### src/rtl/event_debouncer.sv
// Two-channel event debouncer with per-channel sync + FSM.
// Rejected transitions are tallied in a shared saturating counter.
module event_debouncer #(
  parameter int unsigned DEBOUNCE_LEN = 4
) (
  input  logic       clk,
  input  logic       rst,
  input  logic       raw_a,
  input  logic       raw_b,
  input  logic       glitch_clr,
  output logic       event_a,
  output logic       event_b,
  output logic       a_rise,
  output logic       b_fall,
  output logic [7:0] glitch_cnt
);

  typedef enum logic [1:0] {
    ST_LO,
    CHK_HI,
    ST_HI,
    CHK_LO
  } st_e;

  localparam logic [7:0] LAST = 8'(DEBOUNCE_LEN - 1);

  logic [1:0] s1_q;
  logic [1:0] s2_q;
  st_e        st_q  [2];
  st_e        st_d  [2];
  logic [7:0] cnt_q [2];
  logic [7:0] cnt_d [2];
  logic [1:0] rej;
  logic       a_rise_q;
  logic       a_rise_d;
  logic       b_fall_q;
  logic       b_fall_d;
  logic [7:0] glitch_q;
  logic [7:0] glitch_d;
  logic [1:0] rej_sum;
  logic [8:0] glitch_sum;

  // Two-flop synchronizers, channel 0 = A, channel 1 = B.
  always_ff @(posedge clk or posedge rst) begin
    if (rst) begin
      s1_q <= '0;
      s2_q <= '0;
    end else begin
      s1_q <= {raw_b, raw_a};
      s2_q <= s1_q;
    end
  end

  // Per-channel debounce next-state and rejection detection.
  always_comb begin
    for (int i = 0; i < 2; i++) begin
      st_d[i]  = st_q[i];
      cnt_d[i] = cnt_q[i];
      rej[i]   = 1'b0;
      unique case (st_q[i])
        ST_LO: begin
          if (s2_q[i]) begin
            st_d[i]  = CHK_HI;
            cnt_d[i] = 8'd1;
          end
        end
        CHK_HI: begin
          if (!s2_q[i]) begin
            st_d[i] = ST_LO;
            rej[i]  = 1'b1;
          end else if (cnt_q[i] == LAST) begin
            st_d[i] = ST_HI;
          end else begin
            cnt_d[i] = cnt_q[i] + 8'd1;
          end
        end
        ST_HI: begin
          if (!s2_q[i]) begin
            st_d[i]  = CHK_LO;
            cnt_d[i] = 8'd1;
          end
        end
        CHK_LO: begin
          if (s2_q[i]) begin
            st_d[i] = ST_HI;
            rej[i]  = 1'b1;
          end else if (cnt_q[i] == LAST) begin
            st_d[i] = ST_LO;
          end else begin
            cnt_d[i] = cnt_q[i] + 8'd1;
          end
        end
        default: begin
          st_d[i]  = ST_LO;
          cnt_d[i] = 8'd0;
        end
      endcase
    end
  end

  // Channel state and counter registers.
  always_ff @(posedge clk or posedge rst) begin
    if (rst) begin
      for (int i = 0; i < 2; i++) begin
        st_q[i]  <= ST_LO;
        cnt_q[i] <= 8'd0;
      end
    end else begin
      for (int i = 0; i < 2; i++) begin
        st_q[i]  <= st_d[i];
        cnt_q[i] <= cnt_d[i];
      end
    end
  end

  // Edge pulses and saturating glitch tally next values.
  always_comb begin
    a_rise_d   = (st_q[0] == CHK_HI) && (st_d[0] == ST_HI);
    b_fall_d   = (st_q[1] == CHK_LO) && (st_d[1] == ST_LO);
    rej_sum    = {1'b0, rej[0]} + {1'b0, rej[1]};
    glitch_sum = {1'b0, glitch_q} + {7'd0, rej_sum};
    if (glitch_clr) begin
      glitch_d = {6'd0, rej_sum};
    end else if (glitch_sum[8]) begin
      glitch_d = 8'hFF;
    end else begin
      glitch_d = glitch_sum[7:0];
    end
  end

  // Pulse and tally registers.
  always_ff @(posedge clk or posedge rst) begin
    if (rst) begin
      a_rise_q <= 1'b0;
      b_fall_q <= 1'b0;
      glitch_q <= 8'd0;
    end else begin
      a_rise_q <= a_rise_d;
      b_fall_q <= b_fall_d;
      glitch_q <= glitch_d;
    end
  end

  assign event_a    = (st_q[0] == ST_HI) || (st_q[0] == CHK_LO);
  assign event_b    = (st_q[1] == ST_HI) || (st_q[1] == CHK_LO);
  assign a_rise     = a_rise_q;
  assign b_fall     = b_fall_q;
  assign glitch_cnt = glitch_q;

endmodule
### config.mk
export PLATFORM = sky130hd
export DESIGN_NAME = event_debouncer
export DESIGN_NICKNAME = d
export VERILOG_FILES = /design/src/rtl/event_debouncer.sv
export SDC_FILE = /design/constraint.sdc
export NUM_CORES = 1
export LEC_CHECK = 0
export BUFFER_PORTS_ARGS = -buffer_cell sky130_fd_sc_hd__buf_2
export CORE_MARGIN = 2
export CORE_UTILIZATION = 35
export CTS_BUF_LIST = sky130_fd_sc_hd__clkbuf_8 sky130_fd_sc_hd__clkbuf_16
export CTS_CLUSTER_DIAMETER = 100
export DETAILED_ROUTE_END_ITERATION = 8
export GPL_TIMING_DRIVEN = 1
export PLACE_DENSITY = 0.6
export SYNTH_ARGS = -nofsm -noshare
export SYNTH_HDL_FRONTEND = slang
export SYNTH_SLANG_ARGS = --single-unit
### constraint.sdc
create_clock -name clk -period 7.02 [get_ports clk]
set_clock_uncertainty 0.15 [all_clocks]
set_input_delay 0.351 -clock clk [delete_from_list [all_inputs] [get_ports clk]]
set_output_delay 0.351 -clock clk [all_outputs]
set_load 0.005 [all_outputs]
# Yosys cells after proc, flatten, opt, wreduce, memory -nomap -nowiden
# Cells that the tools add are included.
[totals]
in_bits = 5
n_memories = 0
regBits = 34
rom_bits = 0
latch_bits = 0
mem_bits_rw = 0
[op_classes]
multipliers = 0
n_div = 0
add_sub_neg = 4
n_reduce_logical = 9
n_mux = 34
n_shift = 0
order_cmp = 0
n_eq_ne = 17
n_bitwise = 0
[ops]
columns = ["cell", "count"]
rows = [
  ["two-way mux 8 bit", 12],
  ["case mux 8 bit (4 select lines)", 2],
  ["two-way mux 2 bit", 12],
  ["adder 8 x 1 -> 8 bit (second input constant)", 2],
  ["== test 8 x 2 -> 1 bit (second input constant)", 2],
  ["!= test 2 bit (second input constant)", 8],
  ["case mux 2 bit (4 select lines)", 2],
  ["== test 2 bit (second input constant)", 5],
  ["adder 8 x 2 -> 9 bit", 1],
  ["AND reduction 4 bit", 2],
  ["zero test 2 bit", 3],
  ["== test 2 x 1 -> 1 bit (second input constant)", 2],
  ["two-way mux 1 bit", 4],
  ["case mux 1 bit (2 select lines)", 2],
  ["adder 1 x 1 -> 2 bit", 1],
  ["logical AND 1 bit", 2],
  ["logical OR 1 bit", 2],
]

# Logic depth before layout (Yosys ltp)
# Gate-level depths: netlist of run 1.
[logic_depth]
word_depth = 6
mapped_depth = 10
ltp_nobuf = 9

# Worst setup path after synthesis of run 1
# OpenSTA, ideal clock, no wires.
[synth_timing]
path_kind = "reg2reg"
from = "register st_q[1] (netlist bit)"
to = "register glitch_q[6] (netlist: glitch_cnt[6])"
setup_ps = 119
setup_slack_ps = 4366
arrival_time_ps = 2385
n_path_buf = 1
stages_incl_launch_ff = 11
synth_period_minus_slack_ps = 2654
t_required_ps = 6751
cell_sequence = "dfrtp_1 -> xnor2_1 -> clkbuf_1 -> and2_1 -> ha_1 -> ha_1 -> inv_1 -> fa_1 -> and4b_1 -> and4_1 -> nor3_1"
[synth_via]
elab_chain_cells = 6
elab_cells_between_ends = 7
cone_classes = "add/sub (2); eq/ne (2); mux (3)"
[synth_rtl]
columns = ["item", "line", "source"]
rows = [
  ["start: declaration", "29", "st_e st_q [2];"],
  ["start signal: indexed assignment", "110", "st_q[i] <= st_d[i];"],
  ["== test 2 bit / == test 2 x 1 -> 1 bit (equally long branches)", "60", "unique case (st_q[i])"],
  ["case mux 1 bit (2 select lines) (*)", "60", ""],
  ["adder 1 x 1 -> 2 bit (*)", "120", "rej_sum = {1'b0, rej[0]} + {1'b0, rej[1]};"],
  ["adder 8 x 2 -> 9 bit (*)", "121", "glitch_sum = {1'b0, glitch_q} + {7'd0, rej_sum};"],
  ["two-way mux 8 bit (*)", "124", "end else if (glitch_sum[8]) begin"],
  ["two-way mux 8 bit (*)", "122", "if (glitch_clr) begin"],
  ["net glitch_d[6]", "39", "logic [7:0] glitch_d;"],
  ["end signal: assignment", "140", "glitch_q <= glitch_d;"],
  ["end: declaration", "38", "logic [7:0] glitch_q;"],
]
# The timed path passes the listed nets; every way through them passes the cells marked *.
# A chain may end at the register's enable or synchronous reset.

# Worst setup path in the final report of run 1
[layout_timing]
from = "register st_q[1] (netlist bit)"
to = "register glitch_q[0] (netlist: glitch_cnt[0])"
[layout_via]
elab_chain_cells = 6
elab_cells_between_ends = 7
cone_classes = "add/sub (2); eq/ne (2); mux (3)"
[layout_rtl]
columns = ["item", "line"]
rows = [
  ["== test 2 bit / == test 2 x 1 -> 1 bit (equally long branches)", "60"],
  ["case mux 1 bit (2 select lines) (*)", "60"],
  ["adder 1 x 1 -> 2 bit (*)", "120"],
  ["adder 8 x 2 -> 9 bit", "121"],
  ["two-way mux 8 bit", "124"],
  ["two-way mux 8 bit (*)", "122"],
  ["net glitch_d[0]", "39"],
]
# Marked as above.

==> results.yml, run 1 <==
global_routing:
  use_met2: 0.212
  grt_pass1_vias: 1315
  top_usage_layer: "met2"
  grt_overflow: 0
  grt_pass1_wl_um: 5910
  use_met3: 0.0348
  met1_usage: 0.181
  grt_max_degree: 35
  grtUsageTotal: 0.139
  antenna_found_initial: 0
finish:
  drive_gt1_frac: 0.168
  final_core_util: 0.423
  nets: 207
  multi_input_area_um2: 837
  fillers: 465
  syn_to_final_growth_pct: 14.5
  seqCellArea_um2: 851
  stdcell_count: 264
  antenna_cells: 0
  finish.instance_area_um2: 2020
timing:
  timing.hold.ws_ps: 14.1
  relSlewSlack: 0.395
  min_period_ps: 3160
  final.period_utilization: 0.450
  setup_violations: 0
  hold_viol: 0
  slew_viol_final: 0
  setup_ws_ps: 3860
  grt_setup_unrepaired: "false"
  max_clock_freq_ghz: 0.316
  tightest_slew_ps: 901
  fin_setup_tns_ps: 0
setup_path:
  cp.required_ps: 7080
  critPathKind: "reg2reg"
  reg2reg_from: "st_q[1]"
  cp-start-kind: "register"
  crit_arrival_ps: 3220
  reg2reg_to: "glitch_cnt[0]"
  end_kind: "register"
  reg2reg_slack_ps: 3860
  reg2regPathDepth: 9
  cp_max_fo: 14
floorplanning:
  design.die.area_um2: 5630
  die_h_um: 75.0
  initial_utilization: 0.369
  fp-row-count: 25
  die_x_um: 75.0
  coreArea_um2: 4790
  io_pins: 17
synthesis:
  ys_warn_count: 0
  ys_seq_area_frac: 0.482
  synth_area_um2: 1770
  synth.avg_cell_area_um2: 9.93
  yosys.area.top_type: "dfrtp_1"
  synth_nets: 189
  async_flop_share: 1.00
  synth-seq-cells: 34
  synth_top_flop_cell: "dfrtp_1"
  synthCells: 178
  synth_cell_types: 40
  yosysTopAreaCellShare: 0.482
  synth_area_leaders: "dfrtp_1, nand3_1, ha_1"
  synth-edff-count: 0
placement:
  dp.cells: 254
  hpwl_um: 2240
  placed_area_um2: 1910
  dp_slack_ps: 3860
  io_buffer_count: 16
  gp_congestion: 0.814
run:
  drv_cap: 0
power_and_ir_drop:
  p_comb_frac: 0.325
  p_leak_nw: 0.878
  switchingPower_uw: 238
  power_uw: 645
  ir_worst_vdd_mv: 0.159
  switching_share: 0.370
  p_int_uw: 406
  p_seq_frac: 0.439
  powerDensity_nw_per_um2: 319
  clockPowerShare: 0.237
cts:
  clock-sinks: 34
  cts.clk_slew.worst_paths_ps: 70
  cts-root-buf: "clkbuf_8"
  cts_tree: "done"
  cts.path.max_buffers: 2
  clock_latency_ps: 290
  cts_buffers: 5
  htreeDepth: 2
drt:
  wl_um: 3300
  vias_per_cell: 5.20
  drt_iter0_drc: 94
  drtAntennaViolNets: 0
  vias: 1374
  wl_per_cell_um: 12.5
  drt_drc_violations_left: 0
  drt-pass1-iter-count: 4
min_path:
  worstHoldPathCells: 1
  min-delay-start: "raw_a"
  hp-class: "in2reg"
  min_to: "s1_q[0]"
status:
  status: "finished, final reports clean"
## critical path, stage by stage, from the launching register on
cell,delay [ps]
dfrtp_1,440
xnor2_1,750
and2_1,250
ha_1,150
ha_1,170
inv_1,50
fa_1,430
and4b_1,330
nand2_1,150
a2bb2oi_1,200
## Yosys cell counts, drive strengths merged, types with 4 or more instances
master,n
o211ai,4
or4,8
nor2,4
nand3,17
ha,5
a31oi,4
nor3,4
nand2,14
o21ai,8
clkbuf,8
a21oi,10
inv,13
dfrtp,34
nand4,4
## sequential cells by signal, summed over array words and instances (netlist names)
register	count
cnt_q	16
b_fall	1
s1_q	2
glitch_cnt	8
s2_q	2
st_q	4
a_rise	1
## cell families (layout without fill, tap and decap cells)
group	count (synthesis)	after routing	synth area share
simple gates	73	73	0.238
compound gates	34	34	0.132
flops	34	34	0.482
buf+inv	21	40	0.0446
fa+ha+maj	6	6	0.0467
xor+xnor	5	5	0.0248
mux	5	5	0.0326
## worst max path at each step
stage	startpoint	endpoint	slack (ps)	cells after the start
after floorplan	st_q[1]	glitch_cnt[6]	4370	10
after global placement	st_q[1]	glitch_cnt[1]	3900	9
after detailed placement	st_q[1]	glitch_cnt[1]	3860	9
after CTS	st_q[1]	glitch_cnt[0]	3820	9
after global routing	st_q[1]	glitch_cnt[1]	3520	9
final	st_q[1]	glitch_cnt[0]	3860	9
## timing repair
| action | CTS | global route |
|---|---|---|
| hold buffers | 1 | 1 |
| gates resized for setup | 0 | 0 |
| setup buffers | 0 | 0 |
| endpoints found under the hold margin | 5 | 1 |
| setup endpoints to repair | 0 | 0 |
## placed cells by master (no fill, tap or decap), drive strengths merged, types with 2 or more instances in the layout
| cell | instances |
|---|---|
| inv | 13 |
| mux2i | 2 |
| o31ai | 3 |
| nor2 | 4 |
| dlygate4sd3 | 2 |
| a21oi | 10 |
| nor3b | 2 |
| or4 | 8 |
| ha | 5 |
| o211ai | 4 |
| nor3 | 4 |
| nand4 | 4 |
| nand2b | 2 |
| nor2b | 3 |
| clkbuf | 6 |
| xor2 | 3 |
| xnor2 | 2 |
| o41ai | 2 |
| and2 | 3 |
| o21ai | 8 |
| nand3 | 17 |
| dfrtp | 34 |
| a31oi | 4 |
| nand4b | 2 |
| mux2 | 3 |
| nor4 | 2 |
| nand2 | 14 |
| or3 | 3 |
| buf | 17 |
## cell type report
type                            count  area share
Clock buffer                        6      0.0408
Clock inverter                      2     0.00618
Inverter                           13      0.0241
Multi-Input combinational cell    123       0.414
Sequential cell                    34       0.421
Tap cell                           67      0.0414
Timing Repair Buffer               19      0.0532
## power by group through the flow
stage	sequential, mW	combinational [mW]	clock, mW
6_report	0.283	0.209	0.153
5_1_grt	0.290	0.242	0.167
4_1_cts	0.282	0.213	0.159
3_5_place_dp	0.286	0.211	0
3_3_place_gp	0.285	0.206	0
2_1_floorplan	0.261	0.183	0
## layer usage
layer | vias up | routed length (µm)
met5 | - | 0
met4 | 0 | 87
met1 | 654 | 1660
met2 | 24 | 1420
li1 | 688 | -
met3 | 8 | 137
(Power assumes the default switching activity.)
==> run 2, diff against run 1 <==
==> constraint.sdc (replaced) <==
create_clock -name clk -period 3.03 [get_ports clk]
set_clock_uncertainty 0.15 [all_clocks]
set_input_delay 0.1515 -clock clk [delete_from_list [all_inputs] [get_ports clk]]
set_output_delay 0.1515 -clock clk [all_outputs]
set_load 0.005 [all_outputs]
==> run 2 against run 1 <==
- first-iteration DRC count rose by 11%
- sequential share of layout area fell by 0.79 points
- core utilization rose by 0.81 points
- worst setup slack got worse by 3500 ps
- design area rose by 1.9%
- hold slack improved by 190 ps
- critical endpoint unchanged
==> results.yml, run 2 (synthesized netlist as in run 1, its figures left out) <==
placement:
  io_buffer_count: 16
  dp_slack_ps: 391
  hpwl_um: 2300
  dp.cells: 257
  gp_congestion: 0.766
  placed_area_um2: 1930
global_routing:
  grt_pass1_wl_um: 6080
  grt_max_degree: 35
  grtUsageTotal: 0.141
  grt_overflow: 0
  grt_pass1_vias: 1353
  antenna_found_initial: 0
finish:
  antenna_cells: 0
  syn_to_final_growth_pct: 16.7
  stdcell_count: 269
  mostFrequentLayoutCells: "dfrtp_1, nand3_1, buf_2"
  regMostFlops: "cnt_q"
  finish.instance_area_um2: 2060
  multi_input_area_um2: 837
  seqCellArea_um2: 851
  final_core_util: 0.431
  drive_gt1_frac: 0.173
  largest_reg_flops: 16
  nets: 212
  final_common_cell: "dfrtp_1"
  fillers: 455
setup_path:
  cp_max_fo: 5
  cpMostUsedCell: "ha_1"
  critPathTopFamily: "adder cells"
  reg2reg_from: "st_q[1]"
  crit_slowest_cell: "dfrtp_1"
  reg2reg_to: "glitch_cnt[0]"
  cp.required_ps: 3080
  critPathKind: "reg2reg"
  max_stage_delay_ps: 440
  cp-start-kind: "register"
  reg2regPathDepth: 9
  path_cells: "xnor2_1 > and2_1 > ha_1 > ha_1 > inv_1 > fa_1 > and4b_1 > nand2_1 > a2bb2oi_1"
  reg2reg_slack_ps: 400
  critical_path_buf_inv_count: 1
  crit_arrival_ps: 2670
  end_kind: "register"
timing:
  max_clock_freq_ghz: 0.381
  setup_violations: 0
  min_period_ps: 2630
  grt_setup_unrepaired: "false"
  relSlewSlack: 0.473
  tightest_slew_ps: 783
  final.period_utilization: 0.867
  fin_setup_tns_ps: 0
  slew_viol_final: 0
  hold_viol: 0
  timing.hold.ws_ps: 202
  setup_ws_ps: 404
cts:
  cts_tree: "done"
  clock-sinks: 34
  htreeDepth: 2
  clock_latency_ps: 280
  cts-root-buf: "clkbuf_8"
  cts_buffers: 5
  cts.path.max_buffers: 2
  cts.clk_slew.worst_paths_ps: 70
  cts_resized: 0
status:
  status: "finished, final reports clean"
power_and_ir_drop:
  p_leak_nw: 0.906
  power_mw: 1.52
  ir_worst_vdd_mv: 0.429
  powerDensity_nw_per_um2: 737
floorplanning:
  io_pins: 17
  initial_utilization: 0.369
  fp-row-count: 25
  die_h_um: 75.0
  die_x_um: 75.0
  coreArea_um2: 4790
  design.die.area_um2: 5630
drt:
  vias_per_cell: 5.18
  wl_um: 3350
  drt-pass1-iter-count: 4
  vias: 1394
  drtAntennaViolNets: 0
  drt_drc_violations_left: 0
  drt_iter0_drc: 104
  wl_per_cell_um: 12.5
min_path:
  hp-class: "reg2reg"
  worstHoldPathCells: 0
  min-delay-start: "s1_q[0]"
  min_to: "s2_q[0]"
run:
  drv_cap: 0
[run 2: cell types whose count changed in the layout (fill, tap and decap cells not counted), sizes merged]
| cell | previous run | this run |
|---|---|---|
| dlygate4sd3 | 2 | 4 |
| inv | 13 | 14 |
| clkinvlp | 1 | 0 |
| buf | 17 | 20 |
[run 2: how the worst max path moves through the flow]
| stage | startpoint | endpoint | slack (ps) | cells past startpoint |
|---|---|---|---|---|
| finish | st_q[1] | glitch_cnt[0] | 400 | 9 |
| global route | st_q[1] | glitch_cnt[0] | 220 | 9 |
| CTS | st_q[1] | glitch_cnt[0] | 390 | 9 |
| detailed placement | st_q[1] | glitch_cnt[0] | 390 | 9 |
| global placement | st_q[1] | glitch_cnt[1] | 500 | 9 |
| floorplan | st_q[1] | glitch_cnt[6] | 380 | 10 |
[run 2: layout make-up]
type,count,share of cell area
clock buffer,6,0.0400
clock inverter,2,0.00425
inverter,13,0.0237
multi-input combinational,123,0.406
sequential,34,0.413
tap,67,0.0407
timing repair buffer,24,0.0728
[run 2: repair_timing]
item / CTS / global route
hold buffers: 4 / 0
endpoints found under the setup margin: 0 / 0
hold endpoints to repair: 41 / 0
setup buffers: 0 / 0
[run 2: layer usage]
layer / track usage / vias up / wire length [µm]
li1: - / 694 / -
met1: 0.195 / 665 / 1690
met2: 0.217 / 31 / 1480
met3: 0.0321 / 4 / 141
met4: 0.0536 / 0 / 44
met5: 0 / - / 0
[run 2: where the power goes]
| part | leakage, nW | internal [mW] | switching [mW] |
|---|---|---|---|
| combinational | 0.409 | 0.255 | 0.292 |
| sequential | 0.444 | 0.531 | 0.102 |
| clock | 0.0524 | 0.180 | 0.159 |
[run 2: worst register-to-register path, cell delays in order, from the launching register on]
cell       delay [ps]
dfrtp_1           440
xnor2_1           170
and2_1            170
ha_1              290
ha_1              170
inv_1              60
fa_1              420
and4b_1           330
nand2_1           150
a2bb2oi_1         200
==> run 3, diff against run 2 <==
--- a/config.mk
+++ b/config.mk
@@ -5,7 +5,9 @@
 export SDC_FILE = /design/constraint.sdc
 export NUM_CORES = 1
 export LEC_CHECK = 0
+export ABC_AREA = 1
 export BUFFER_PORTS_ARGS = -buffer_cell sky130_fd_sc_hd__buf_2
+export CAP_MARGIN = 10
 export CORE_MARGIN = 2
 export CORE_UTILIZATION = 35
 export CTS_BUF_LIST = sky130_fd_sc_hd__clkbuf_8 sky130_fd_sc_hd__clkbuf_16
==> run 3 against run 2 <==
- largest power group unchanged
- maximum frequency rose by 4.2%
- core utilization down 0.85 points
- worst setup slack gained 110 ps
==> results.yml, run 3 <==
setup_path:
  cp.required_ps: 3090
  end_kind: "register"
  cp-start-kind: "register"
  cpMostUsedCell: "nor2_1"
  reg2regPathDepth: 11
  path_cells: "xor2_2 > nor2_1 > ha_1 > ha_1 > inv_1 > fa_1 > nor2_1 > nand4_2 > nand2_1 > nor2_1 > nor2_1"
  crit_slowest_cell: "dfrtp_1"
  critPathKind: "reg2reg"
  max_stage_delay_ps: 430
  cp_max_fo: 6
  crit_arrival_ps: 2580
synthesis:
  synth_most_common_cell: "nand2_1"
  yosys.area.top_type: "dfrtp_1"
  ys_warn_count: 0
  synth_commonest_cells: "nand2_1, dfrtp_1, nor2_1"
  synth_area_leaders: "dfrtp_1, nand2_1, nor2_1"
  synth_area_um2: 1830
  synth_nets: 249
  synth_cell_types: 25
  synth.avg_cell_area_um2: 7.71
  synthCells: 238
  synth-seq-cells: 34
  ys_seq_area_frac: 0.464
  async_flop_share: 1.00
  synth_top_flop_cell: "dfrtp_1"
  synth-edff-count: 0
  yosysTopAreaCellShare: 0.464
finish:
  final_core_util: 0.422
  syn_to_final_growth_pct: 16.8
  final_common_cell: "nand2_1"
  fillers: 552
  drive_gt1_frac: 0.128
  antenna_cells: 0
  regMostFlops: "cnt_q"
  largest_reg_flops: 16
  nets: 275
  mostFrequentLayoutCells: "nand2_1, nor2_1, dfrtp_1"
timing:
  hold_viol: 0
  max_clock_freq_ghz: 0.397
  setup_ws_ps: 510
  fin_setup_tns_ps: 0
  timing.hold.ws_ps: 205
  slew_viol_final: 0
  grt_setup_unrepaired: "false"
  final.period_utilization: 0.832
  min_period_ps: 2520
  setup_violations: 0
  relSlewSlack: 0.715
  tightest_slew_ps: 428
drt:
  drtAntennaViolNets: 0
  drt_iter0_drc: 50
  drt_drc_violations_left: 0
  wl_per_cell_um: 10.3
  drt-pass1-iter-count: 4
  wl_um: 3450
  vias: 1504
  vias_per_cell: 4.49
global_routing:
  grtUsageTotal: 0.130
  grt_max_degree: 35
  grt_pass1_wl_um: 6220
  antenna_found_initial: 0
  grt_pass1_vias: 1410
  grt_overflow: 0
power_and_ir_drop:
  switchingPower_uw: 614
  powerDensity_nw_per_um2: 749
  power_mw: 1.61
  switching_share: 0.383
  p_comb_frac: 0.336
  p_int_uw: 992
  p_seq_frac: 0.416
  p_leak_nw: 1.10
  clockPowerShare: 0.249
  ir_worst_vdd_mv: 0.514
placement:
  hpwl_um: 2540
  dp_slack_ps: 502
  io_buffer_count: 16
  gp_congestion: 0.808
cts:
  cts_tree: "done"
  cts-root-buf: "clkbuf_8"
  cts_buffers: 5
  clock_latency_ps: 280
  cts.path.max_buffers: 2
  clock-sinks: 34
  htreeDepth: 2
  cts.clk_slew.worst_paths_ps: 70
floorplanning:
  coreArea_um2: 5070
  initial_utilization: 0.361
  fp-row-count: 26
  io_pins: 17
  die_x_um: 76.4
  die_h_um: 76.4
  design.die.area_um2: 5840
min_path:
  hp-class: "reg2reg"
  worstHoldPathCells: 0
status:
  status: "finished, final reports clean"
run:
  drv_cap: 0
==> run 3: path summary, 6_finish.rpt <==
check	from	endpoint	slack (ps)
worst min-delay path	s1_q[1]	s2_q[1]	200
max in group asynchronous	rst	st_q[1]	2070
worst max-delay path	st_q[3]	glitch_cnt[5]	510
min in group asynchronous	rst	cnt_q[13]	350
worst max register to register	st_q[3]	glitch_cnt[5]	510
worst min register to register	s1_q[1]	s2_q[1]	200
==> run 3: through the flow <==
stage,std cells,instance area (µm²)
6_report,335,2140
5_1_grt,335,2140
4_1_cts,335,2140
3_5_place_dp,323,2000
3_3_place_gp,323,2000
2_1_floorplan,238,1830
==> run 3: kinds of logic after synthesis <==
group / synth area share
flops: 0.464
xor+xnor: 0.0423
simple gates: 0.320
compound gates: 0.0587
buf+inv: 0.0703
fa+ha+maj: 0.0450
==> run 3: area by class of cell <==
type	count	area, µm²	share of cell area
Multi-Input combinational cell	171	855	0.399
Sequential cell	34	851	0.397
Timing Repair Buffer	21	128	0.0595
Inverter	31	116	0.0543
Tap cell	70	87.6	0.0409
Clock buffer	5	68.8	0.0321
Clock inverter	3	37.5	0.0175
==> run 3: what timing repair did <==
item,in CTS,in global routing
hold buffers,4,0
gates resized for setup,0,0
hold endpoints to repair,39,0
buffers inserted,0,0
==> run 3: power by group through the flow <==
| stage | Clock [mW] | Sequential (mW) | Combinational, mW |
|---|---|---|---|
| floorplan | 0 | 0.648 | 0.413 |
| global route | 0.434 | 0.685 | 0.628 |
| detailed placement | 0 | 0.674 | 0.543 |
| CTS | 0.415 | 0.667 | 0.551 |
| global placement | 0 | 0.676 | 0.530 |
| finish | 0.400 | 0.667 | 0.539 |
==> run 3: critical path, delay by kind of cell (launching register included) <==
kind | cells | cell delay (ps)
xor+xnor | 1 | 220
fa+ha+maj | 3 | 860
buf+inv | 1 | 60
flops | 1 | 430
simple gates | 6 | 720
==> run 3: metal layers <==
metal,global-route usage,routed length (µm),vias to the layer above
li1,-,-,791
met1,0.168,1700,687
met2,0.215,1600,19
met3,0.0284,94,7
met4,0.0491,61,0
met5,0,0,-
